--- src/rtl/lvdc_din_serializer.sv ---
// lvdc_din_serializer: shifts a parallel word MSB-first onto DIN/DATAV, paced by computer bit strobes.
`timescale 1ns/1ps
module lvdc_din_serializer #(
    parameter int WIDTH = 26,
    parameter int CNTW  = 8
) (
    input  logic             CLK,
    input  logic             RSTN,
    input  logic [WIDTH-1:0] WORD,
    input  logic             WVALID,
    output logic             WREADY,
    input  logic             BITSTB,
    input  logic             WSTB,
    input  logic             ABORT,
    output logic             DIN,
    output logic             DATAV,
    output logic             DONE,
    output logic [CNTW-1:0]  WCNT
);
    localparam int CW = $clog2(WIDTH);
    localparam logic [CW-1:0] LAST = CW'(WIDTH - 1);

    typedef enum logic [1:0] {IDLE, ARMED, SHIFT} state_t;

    state_t            state_q, state_d;
    logic [WIDTH-1:0]  sr_q, sr_d;
    logic [CW-1:0]     cnt_q, cnt_d;
    logic              din_q, din_d, datav_q, datav_d, done_q, done_d;
    logic [CNTW-1:0]   wcnt_q, wcnt_d;

    // RSTN gates WREADY directly so it reads 0 throughout reset.
    assign WREADY = RSTN && !ABORT && (state_q == IDLE);
    assign DIN    = din_q;
    assign DATAV  = datav_q;
    assign DONE   = done_q;
    assign WCNT   = wcnt_q;

    always_comb begin
        state_d = state_q;
        sr_d    = sr_q;
        cnt_d   = cnt_q;
        din_d   = din_q;
        datav_d = datav_q;
        done_d  = 1'b0;
        wcnt_d  = wcnt_q;
        if (ABORT && state_q != IDLE) begin
            state_d = IDLE;
            din_d   = 1'b0;
            datav_d = 1'b0;
        end else if (state_q == IDLE) begin
            if (WVALID && WREADY) begin
                sr_d    = WORD;
                state_d = ARMED;
            end
        end else if (state_q == ARMED) begin
            if (BITSTB && WSTB) begin
                state_d = SHIFT;
                din_d   = sr_q[WIDTH-1];
                datav_d = 1'b1;
                sr_d    = {sr_q[WIDTH-2:0], 1'b0};
                cnt_d   = LAST;
            end
        end else if (BITSTB) begin
            // The strobe after the last bit retires the word rather than shifting.
            if (cnt_q != '0) begin
                din_d = sr_q[WIDTH-1];
                sr_d  = {sr_q[WIDTH-2:0], 1'b0};
                cnt_d = cnt_q - CW'(1);
            end else begin
                state_d = IDLE;
                din_d   = 1'b0;
                datav_d = 1'b0;
                done_d  = 1'b1;
                wcnt_d  = wcnt_q + CNTW'(1);
            end
        end
    end

    always_ff @(posedge CLK or negedge RSTN) begin
        if (!RSTN) begin
            state_q <= IDLE;
            sr_q    <= '0;
            cnt_q   <= '0;
            din_q   <= 1'b0;
            datav_q <= 1'b0;
            done_q  <= 1'b0;
            wcnt_q  <= '0;
        end else begin
            state_q <= state_d;
            sr_q    <= sr_d;
            cnt_q   <= cnt_d;
            din_q   <= din_d;
            datav_q <= datav_d;
            done_q  <= done_d;
            wcnt_q  <= wcnt_d;
        end
    end
endmodule

--- config.mk ---
export PLATFORM = sky130hd
export DESIGN_NAME = lvdc_din_serializer
export DESIGN_NICKNAME = d
export VERILOG_FILES = /design/src/rtl/lvdc_din_serializer.sv
export SDC_FILE = /design/constraint.sdc
export NUM_CORES = 1
export LEC_CHECK = 0
export CORE_MARGIN = 10
export CORE_UTILIZATION = 55
export CTS_CLUSTER_SIZE = 30
export DETAILED_ROUTE_END_ITERATION = 10
export PLACE_DENSITY = 0.84
export SLEW_MARGIN = 20
export SYNTH_ARGS = -nofsm -noshare
export SYNTH_HDL_FRONTEND = slang
export SYNTH_SLANG_ARGS = --single-unit
--- constraint.sdc ---
create_clock -name CLK -period 2.9 [get_ports CLK]
set_input_delay 0.725 -clock CLK [delete_from_list [all_inputs] [get_ports CLK]]
set_output_delay 0.725 -clock CLK [all_outputs]
set_load 0.05 [all_outputs]
==> Flow_metrics.wiki, run 1 <==
{| class="wikitable"
! Metric !! Value
|-
| Relative max-transition margin || 0.648
|-
| Insertion delay to the later sink of the worst-skew pair || 0.30 ns
|-
| Family of cells with the greatest summed delay on the critical path || buffers and inverters
|-
| FFs w/ async S/R, synth || 1.00
|-
| Total clock buffers created by CTS || 5
|-
| Fraction of the yosys area taken by sequential cells || 0.485
|-
| Final Routed Wirelength || 4670 um
|-
| Fraction of the cycle the final worst path needs || 0.886
|-
| Gate Count Post-Synth || between 150 and 200
|-
| Resized cells post-CTS || 0
|-
| Routed length per instance || approximately 17 um
|-
| Number of vias after detailed routing || roughly 1500
|-
| Setup slack of the worst register-to-register path || 0.68 ns
|-
| Internal power || ~0.0012 W
|-
| Leading post-synthesis cells by instance count || sky130_fd_sc_hd__dfrtp_1 (44), sky130_fd_sc_hd__mux2_2 (24), sky130_fd_sc_hd__mux2_4 (19)
|-
| Site Rows || 23
|-
| Gr ovfl total || 0
|-
| Kind of end point of the critical path || output pin
|-
| Top fanout value on the critical path || 8
|-
| Max incr delay on CP || just over 0.6 ns
|-
| Post-CTS Setup Bufs || 0
|-
| Post-synthesis register bit count || between 40 and 50
|-
| Endpoint of the most critical register-to-register path || sr_q[6]
|-
| Slowest cell on the critical path || sky130_fd_sc_hd__clkdlybuf4s50_1
|-
| Setup Total Neg Slack || 0 ns
|-
| Number of vias per cell after detailed routing || about 5.6
|-
| Sw Ratio || 0.282
|-
| Area inside the core boundary || 4000 um2
|-
| Synth top area share || 0.485
|-
| Global-route met3 utilization || 0.0396
|-
| CP Data Required Time || around 2.2 ns
|-
| Worst reg-to-reg path cell count || 8
|-
| Initial Utilization || 0.567
|-
| Global-route track usage on met1 || 0.160
|-
| Vias in the first global route || ~1700
|-
| Number of I/O port buffers || 43
|-
| Reg-to-Reg Start || cnt_q[1]
|-
| Post-layout nets || around 260
|-
| Result of the run || finished clean
|-
| Multiplexer area fraction after synthesis || 0.293
|-
| Adder-cell share of the synthesized area || 0.0110
|-
| Largest cells by area after synthesis || sky130_fd_sc_hd__dfrtp_1 (49%), sky130_fd_sc_hd__mux2_4 (13%), sky130_fd_sc_hd__mux2_2 (12%)
|-
| Share of total power in the clock network || 0.215
|-
| Post-Synth XOR/XNOR Area || 0.0347
|-
| Share of the synthesized area in compound gates (AO/OA/AOI/OAI) || 0.0441
|-
| Diodes inserted || 0
|-
| Number of failing hold endpoints at the final stage || 0
|-
| Setup repair after global routing missed its margin || false
|-
| Pin slew with the least headroom to its limit || about 0.53 ns
|-
| Signal arrival time at the worst endpoint || between 1.5 and 2 ns
|-
| Routing layer with the top usage in global route || met2
|-
| 1st-pass router iterations || 4
|-
| Simple-Gate Fraction of Synth Area || 0.0921
|-
| Crit path time final || 2.57 ns
|-
| Worst-path clk slew || 0.08 ns
|-
| Total Die Area || about 7000 um2
|-
| DRT antenna net count || 0
|-
| Worst Slack Setup Final || about 0.33 ns
|-
| Average cell area after synthesis || between 10 and 15 um2
|-
| Wire length of the first global-routing pass || 7920 um
|-
| Cells traversed along the worst timing path || clkdlybuf4s50_1 > inv_1 > and3_1 > buf_12
|-
| First DRT Iteration DRCs || 57
|-
| Pwr/cell area || 610 nW/um2
|-
| GPL Wtd Cong || 0.810
|-
| Layout cells sized above 1 || 0.271
|-
| Main combinational cell family by area after synthesis || multiplexers
|-
| Buffering stage count on the worst path with inverters included || 3
|-
| Master cell of the clock root buffer || sky130_fd_sc_hd__clkbuf_8
|-
| TritonCTS clock tree || built
|-
| Critical path class || in2out
|-
| Total clock sinks || 44
|-
| Pin count of the biggest net entering global routing || 28
|-
| Final instance area || 2820 um2
|-
| Number of enable-type register cells in the synthesized netlist || 0
|-
| Max-cap check violation count || 0
|-
| Fmax || 0.389 GHz
|-
| Yosys synthesis warning count || 0
|-
| Layout Area Growth over Synthesis || 24.4%
|-
| Cell area after synthesis || 2270 um2
|-
| Maximum buffer depth of the clock tree || 2
|-
| Setup-violating endpoint count in the final report || 0
|-
| Highest ir drop seen on vdd || 0.440 mV
|-
| Flop pwr share || 0.510
|-
| Number of antenna violations at the first check in global routing || 0
|-
| Library cells used by synthesis || 35
|-
| Die X-Extent || approximately 84 um
|-
| Final Non-Filler Cells || 271
|-
| Kind of launch point of the worst setup path || input port
|-
| Worst slack at placement || 0.259 ns
|-
| Top Ports || 44
|-
| Number of buffers added to fix hold violations after cts || 0
|-
| Final Skew || 0.00930 ns
|-
| Drt drc || 0
|-
| Post-synthesis net count || around 210
|-
| Static leakage || ~1.3 nW
|-
| Pins over their slew limit || 0
|-
| Switching pwr || 0.000486 W
|-
| HPWL reported at the end of detailed placement || between 3000 and 4000 um
|-
| DP Cell Count || roughly 260
|-
| Most instantiated flip-flop cell in the synthesis netlist || sky130_fd_sc_hd__dfrtp_1
|-
| Met2 demand-to-capacity share in global routing || 0.223
|-
| Most frequent cell after synthesis || sky130_fd_sc_hd__dfrtp_1
|-
| WHS || 0.429 ns
|-
| Post-synth top area cell || sky130_fd_sc_hd__dfrtp_1
|-
| Class of the most critical hold timing path || in2async
|-
| Combinational Power Share || 0.275
|-
| Gr usage total || 0.135
|-
| Area after detailed placement || between 2000 and 3000 um2
|-
| Die H || around 84 um
|-
| Htree depth || 2
|}
-- worst register-to-register path, stage by stage (launching register included) --
cell and delay, ns:
sky130_fd_sc_hd__dfrtp_1 0.39, sky130_fd_sc_hd__inv_1 0.06, sky130_fd_sc_hd__ha_1 0.22, sky130_fd_sc_hd__nor4b_2 0.17, sky130_fd_sc_hd__buf_4 0.15, sky130_fd_sc_hd__and2_1 0.15
sky130_fd_sc_hd__or3_1 0.31, sky130_fd_sc_hd__buf_4 0.28, sky130_fd_sc_hd__mux2_1 0.37
-- logic make-up after synthesis --
family          Yosys count
mux                      53
flops                    44
simple gates             37
compound gates           15
buf+inv                  15
xor+xnor                  9
fa+ha+maj                 2
-- cells in the final DEF (no fill, tap or decap), drive strengths merged --
| master | count |
|---|---|
| and3 | 6 |
| nand2 | 6 |
| clkbuf | 5 |
| clkinvlp | 1 |
| mux2 | 50 |
| nand2b | 1 |
| inv | 5 |
| o21ai | 4 |
| a21o | 1 |
| nor2b | 2 |
| clkdlybuf4s50 | 41 |
| xor2 | 3 |
| mux2i | 3 |
| xnor2 | 6 |
| buf | 8 |
| a31oi | 2 |
| a22o | 1 |
| o21a | 1 |
| nor3 | 1 |
| nor2 | 7 |
| and2 | 1 |
| dfrtp | 44 |
| clkinv | 1 |
| nor4b | 1 |
| a32o | 1 |
| nand4 | 7 |
| or4b | 1 |
| or3 | 1 |
| a221oi | 1 |
| nand3 | 2 |
| a32oi | 1 |
| a21oi | 2 |
| o22ai | 1 |
| nor3b | 1 |
| ha | 2 |
-- state kept, by name (all words and copies together), names as in the netlist --
name     cells
sr_q        26
state_q      2
DATAV        1
DONE         1
WCNT         8
cnt_q        5
DIN          1
-- layout make-up --
cell class / instances / area, um2
well taps: 50 / 62.6
fillers: 276 / 1180
multi-input cells: 116 / 1080
clock buffers: 5 / 68.8
flip-flops and latches: 44 / 1100
clock inverters: 2 / 12.5
repair buffers: 49 / 480
inverters: 5 / 18.8
-- worst max-delay path by stage --
stage,start,end,depth (start not counted)
after CTS,ABORT,WREADY,4
after global placement,WSTB,sr_q[6],6
after floorplan,state_q[0],WREADY,5
after global routing,ABORT,WREADY,4
final,ABORT,WREADY,4
after detailed placement,WSTB,sr_q[6],6
-- metrics by stage --
step | utilization | total power [W]
2_1_floorplan | - | 0.00121
6_report | 0.706 | 0.00172
3_3_place_gp | 0.686 | 0.00133
3_5_place_dp | 0.686 | 0.00137
4_1_cts | 0.706 | 0.00174
5_1_grt | 0.706 | 0.00182
-- per-layer routing --
layer	wire, um	vias to the layer above
met5	0	-
met4	92	0
met3	221	10
met2	2360	45
met1	2000	745
li1	-	719
-- power by group through the flow --
stage | registers (W) | clock network [W] | logic (W)
6_report | 0.000879 | 0.000370 | 0.000473
5_1_grt | 0.000902 | 0.000408 | 0.000514
4_1_cts | 0.000879 | 0.000378 | 0.000480
3_5_place_dp | 0.000890 | 0 | 0.000476
3_3_place_gp | 0.000875 | 0 | 0.000452
2_1_floorplan | 0.000876 | 0 | 0.000335
Note: power is estimated with default switching activity, not from simulation.
==> run 2: changes to the inputs <==
- SKIP_LAST_GASP: default -> 1
==> results of run 2 <==
No change in the layout: final DEF, timing and power equal those of run 1.
==> run 3: changes to the inputs <==
- RECOVER_POWER: default -> 25
- SKIP_CTS_REPAIR_TIMING: default -> 1
- clock period: 2.9 -> 3.27 ns (I/O delays scaled with it)
==> run 3 against run 2 <==
Compared with the run above:
- largest power group unchanged
- register-to-register slack improved by 0.27 ns
- sequential power decreased by 12%
- critical path depth unchanged
- routed wire length decreased by 2.0%
- combinational power decreased by 12%
- critical path type unchanged
- core utilization increased by 0.59 points
==> Flow_metrics.wiki, run 3 (synthesis results as in run 1) <==
{| class="wikitable"
! Metric !! Value
|-
| Pin slew with the least headroom to its limit || 1.21 ns (+0.684 ns)
|-
| Overall power of the completed layout || 0.00164 W (-5.0%)
|-
| Master cell of the clock root buffer || sky130_fd_sc_hd__clkbuf_8
|-
| Largest register by flop count || sr_q
|-
| Filler cell count in the final layout || 274 (-0.72%)
|-
| Layout cells sized above 1 || 0.258 (-0.0136)
|-
| Most frequent cells in the layout || sky130_fd_sc_hd__dfrtp_1 (44), sky130_fd_sc_hd__clkdlybuf4s50_1 (41), sky130_fd_sc_hd__mux2_2 (24)
|-
| HPWL reported at the end of detailed placement || 3330 um (-1.9%)
|-
| Share of total power in the clock network || 0.272 (+0.057)
|-
| GPL Wtd Cong || 0.817 (+0.84%)
|-
| CP Data Required Time || 2.45 ns (+0.28 ns)
|-
| Gr usage total || 0.136 (+0.000905)
|-
| First DRT Iteration DRCs || 71 (+25%)
|-
| Worst-path clk slew || 0.09 ns (about the same)
|-
| Highest ir drop seen on vdd || 0.338 mV (-23%)
|-
| Area taken by multi-input logic gates || 1080 um2 (unchanged)
|-
| Register Area || 1100 um2 (unchanged)
|-
| Drt drc || 0 (unchanged)
|-
| Combinational Power Share || 0.253 (-0.022)
|-
| Site Rows || 23 (unchanged)
|-
| Critical hold path startpoint || WCNT[7]
|-
| Layout Area Growth over Synthesis || 25.5%
|-
| Max reg flops || 26 (unchanged)
|-
| Static leakage || 1.31 nW (+0.46%)
|-
| Endpoint of the most critical register-to-register path || sr_q[4]
|-
| Signal arrival time at the worst endpoint || 1.92 ns (+0.08 ns)
|-
| Finished Core Util || 0.712 (+0.00594)
|-
| Switching pwr || 0.000439 W (-9.7%)
|-
| Maximum buffer depth of the clock tree || 2 (unchanged)
|-
| Relative max-transition margin || 0.193 (-0.455)
|-
| Reg-to-Reg Start || cnt_q[0]
|-
| Fraction of the cycle the final worst path needs || 0.838
|-
| Total clock buffers created by CTS || 5 (unchanged)
|-
| Total clock sinks || 44 (unchanged)
|-
| Setup-violating endpoint count in the final report || 0 (unchanged)
|-
| Kind of end point of the critical path || output pin
|-
| Initial Utilization || 0.567 (unchanged)
|-
| Crit path time final || roughly 2.7 ns
|-
| Critical path class || in2out
|-
| Termination of the worst setup path || WREADY
|-
| Die X-Extent || 84.2 um (unchanged)
|-
| DRT antenna net count || 0 (unchanged)
|-
| Class of the most critical hold timing path || reg2reg
|-
| Vias in the first global route || 1730 (+4.7%)
|-
| Launching element of the worst setup path || ABORT
|-
| Insertion delay to the later sink of the worst-skew pair || 0.31 ns (about the same)
|-
| Leading cell type in the layout, fill and taps excluded || sky130_fd_sc_hd__dfrtp_1
|-
| Final Routed Wirelength || 4580 um (-2.0%)
|-
| Max-cap check violation count || 0 (unchanged)
|-
| Fmax || between 0.3 and 0.4 GHz
|-
| Gr ovfl total || 0 (unchanged)
|-
| Number of I/O port buffers || 43 (unchanged)
|-
| Number of failing hold endpoints at the final stage || 0 (unchanged)
|-
| Setup Total Neg Slack || 0 ns (unchanged)
|-
| TritonCTS clock tree || built
|-
| Diodes inserted || 0 (unchanged)
|-
| Pins over their slew limit || 0 (unchanged)
|-
| Pwr/cell area || 575 nW/um2 (-5.8%)
|-
| Htree depth || 2 (unchanged)
|-
| Top fanout value on the critical path || 8 (unchanged)
|-
| Routed length per instance || 16.9 um (-2.0%)
|-
| Pin count of the biggest net entering global routing || 29 (+3.6%)
|-
| Worst reg-to-reg path cell count || 7 (-1)
|-
| Internal power || 0.00120 W (-3.1%)
|-
| Number of vias per cell after detailed routing || 5.71 (+1.8%)
|-
| Wire length of the first global-routing pass || 8050 um (+1.6%)
|-
| Setup repair after global routing missed its margin || false
|-
| Top Ports || 44 (unchanged)
|-
| Post-layout nets || 254 (-0.39%)
|-
| Number of antenna violations at the first check in global routing || 0 (unchanged)
|-
| 1st-pass router iterations || 4 (unchanged)
|-
| Number of vias after detailed routing || 1547 (+1.8%)
|-
| Final Skew || 0.0129 ns (+0.00355 ns)
|-
| Die H || 84.2 um (unchanged)
|-
| Number of cells on the worst hold path || 1
|-
| Area inside the core boundary || 4000 um2 (unchanged)
|-
| Flop pwr share || 0.475 (-0.035)
|-
| Kind of launch point of the worst setup path || input port
|-
| Result of the run || finished clean
|-
| Setup slack of the worst register-to-register path || 0.95 ns (+0.27 ns)
|-
| Sw Ratio || 0.268 (-0.0140)
|-
| Total Die Area || 7100 um2 (unchanged)
|}
## run 3: cell count changes in the layout (fill, tap and decap cells not counted), sizes merged
cell and change:
bufinv +1, clkinvlp -1, buf -4, clkbuf +4
## run 3: how the worst min path moves through the flow
stage                    to  slack [ns]
detailed placement  WCNT[7]        0.47
finish              WCNT[7]        0.47
global route        WCNT[7]        0.49
global placement    WCNT[7]        0.46
floorplan           sr_q[1]        0.46
CTS                 WCNT[7]        0.48
## run 3: cell type report
| type | instances | share of cell area |
|---|---|---|
| Multi-Input combinational cell | 116 | 0.379 |
| Timing Repair Buffer | 48 | 0.163 |
| Tap cell | 50 | 0.0220 |
| Clock buffer | 6 | 0.0290 |
| Clock inverter | 2 | 0.0136 |
| Sequential cell | 44 | 0.387 |
| Inverter | 5 | 0.00659 |
## run 3: routing by layer
metal,up-vias,part of all wire,GRT usage
li1,713,-,-
met5,-,0,0
met3,9,0.051,0.0386
met1,781,0.40,0.153
met2,44,0.53,0.231
met4,0,0.023,0.0670
## run 3: critical path: stages
cell and delay, ns:
sky130_fd_sc_hd__clkdlybuf4s50_1 0.61, sky130_fd_sc_hd__inv_1 0.12, sky130_fd_sc_hd__and3_1 0.21, sky130_fd_sc_hd__buf_12 0.16
## run 3: stage by stage
stage                     instances  setup slack (ns)  cell area (um2)  hold slack (ns)
final                           271             0.530             2850            0.474
after global routing            271             0.457             2850            0.492
after CTS                       271             0.546             2860            0.479
after detailed placement        263             0.556             2740            0.466
after global placement          263             0.591             2740            0.460
after floorplan                 175             0.940             2270            0.460
## run 3: power by group through the flow
stage                     Sequential, W  Clock, W  Combinational, W
after CTS                      0.000778  0.000455          0.000422
after global placement         0.000775         0          0.000398
after detailed placement       0.000786         0          0.000419
after floorplan                0.000777         0          0.000297
after global routing           0.000800  0.000473          0.000453
final                          0.000777  0.000445          0.000414
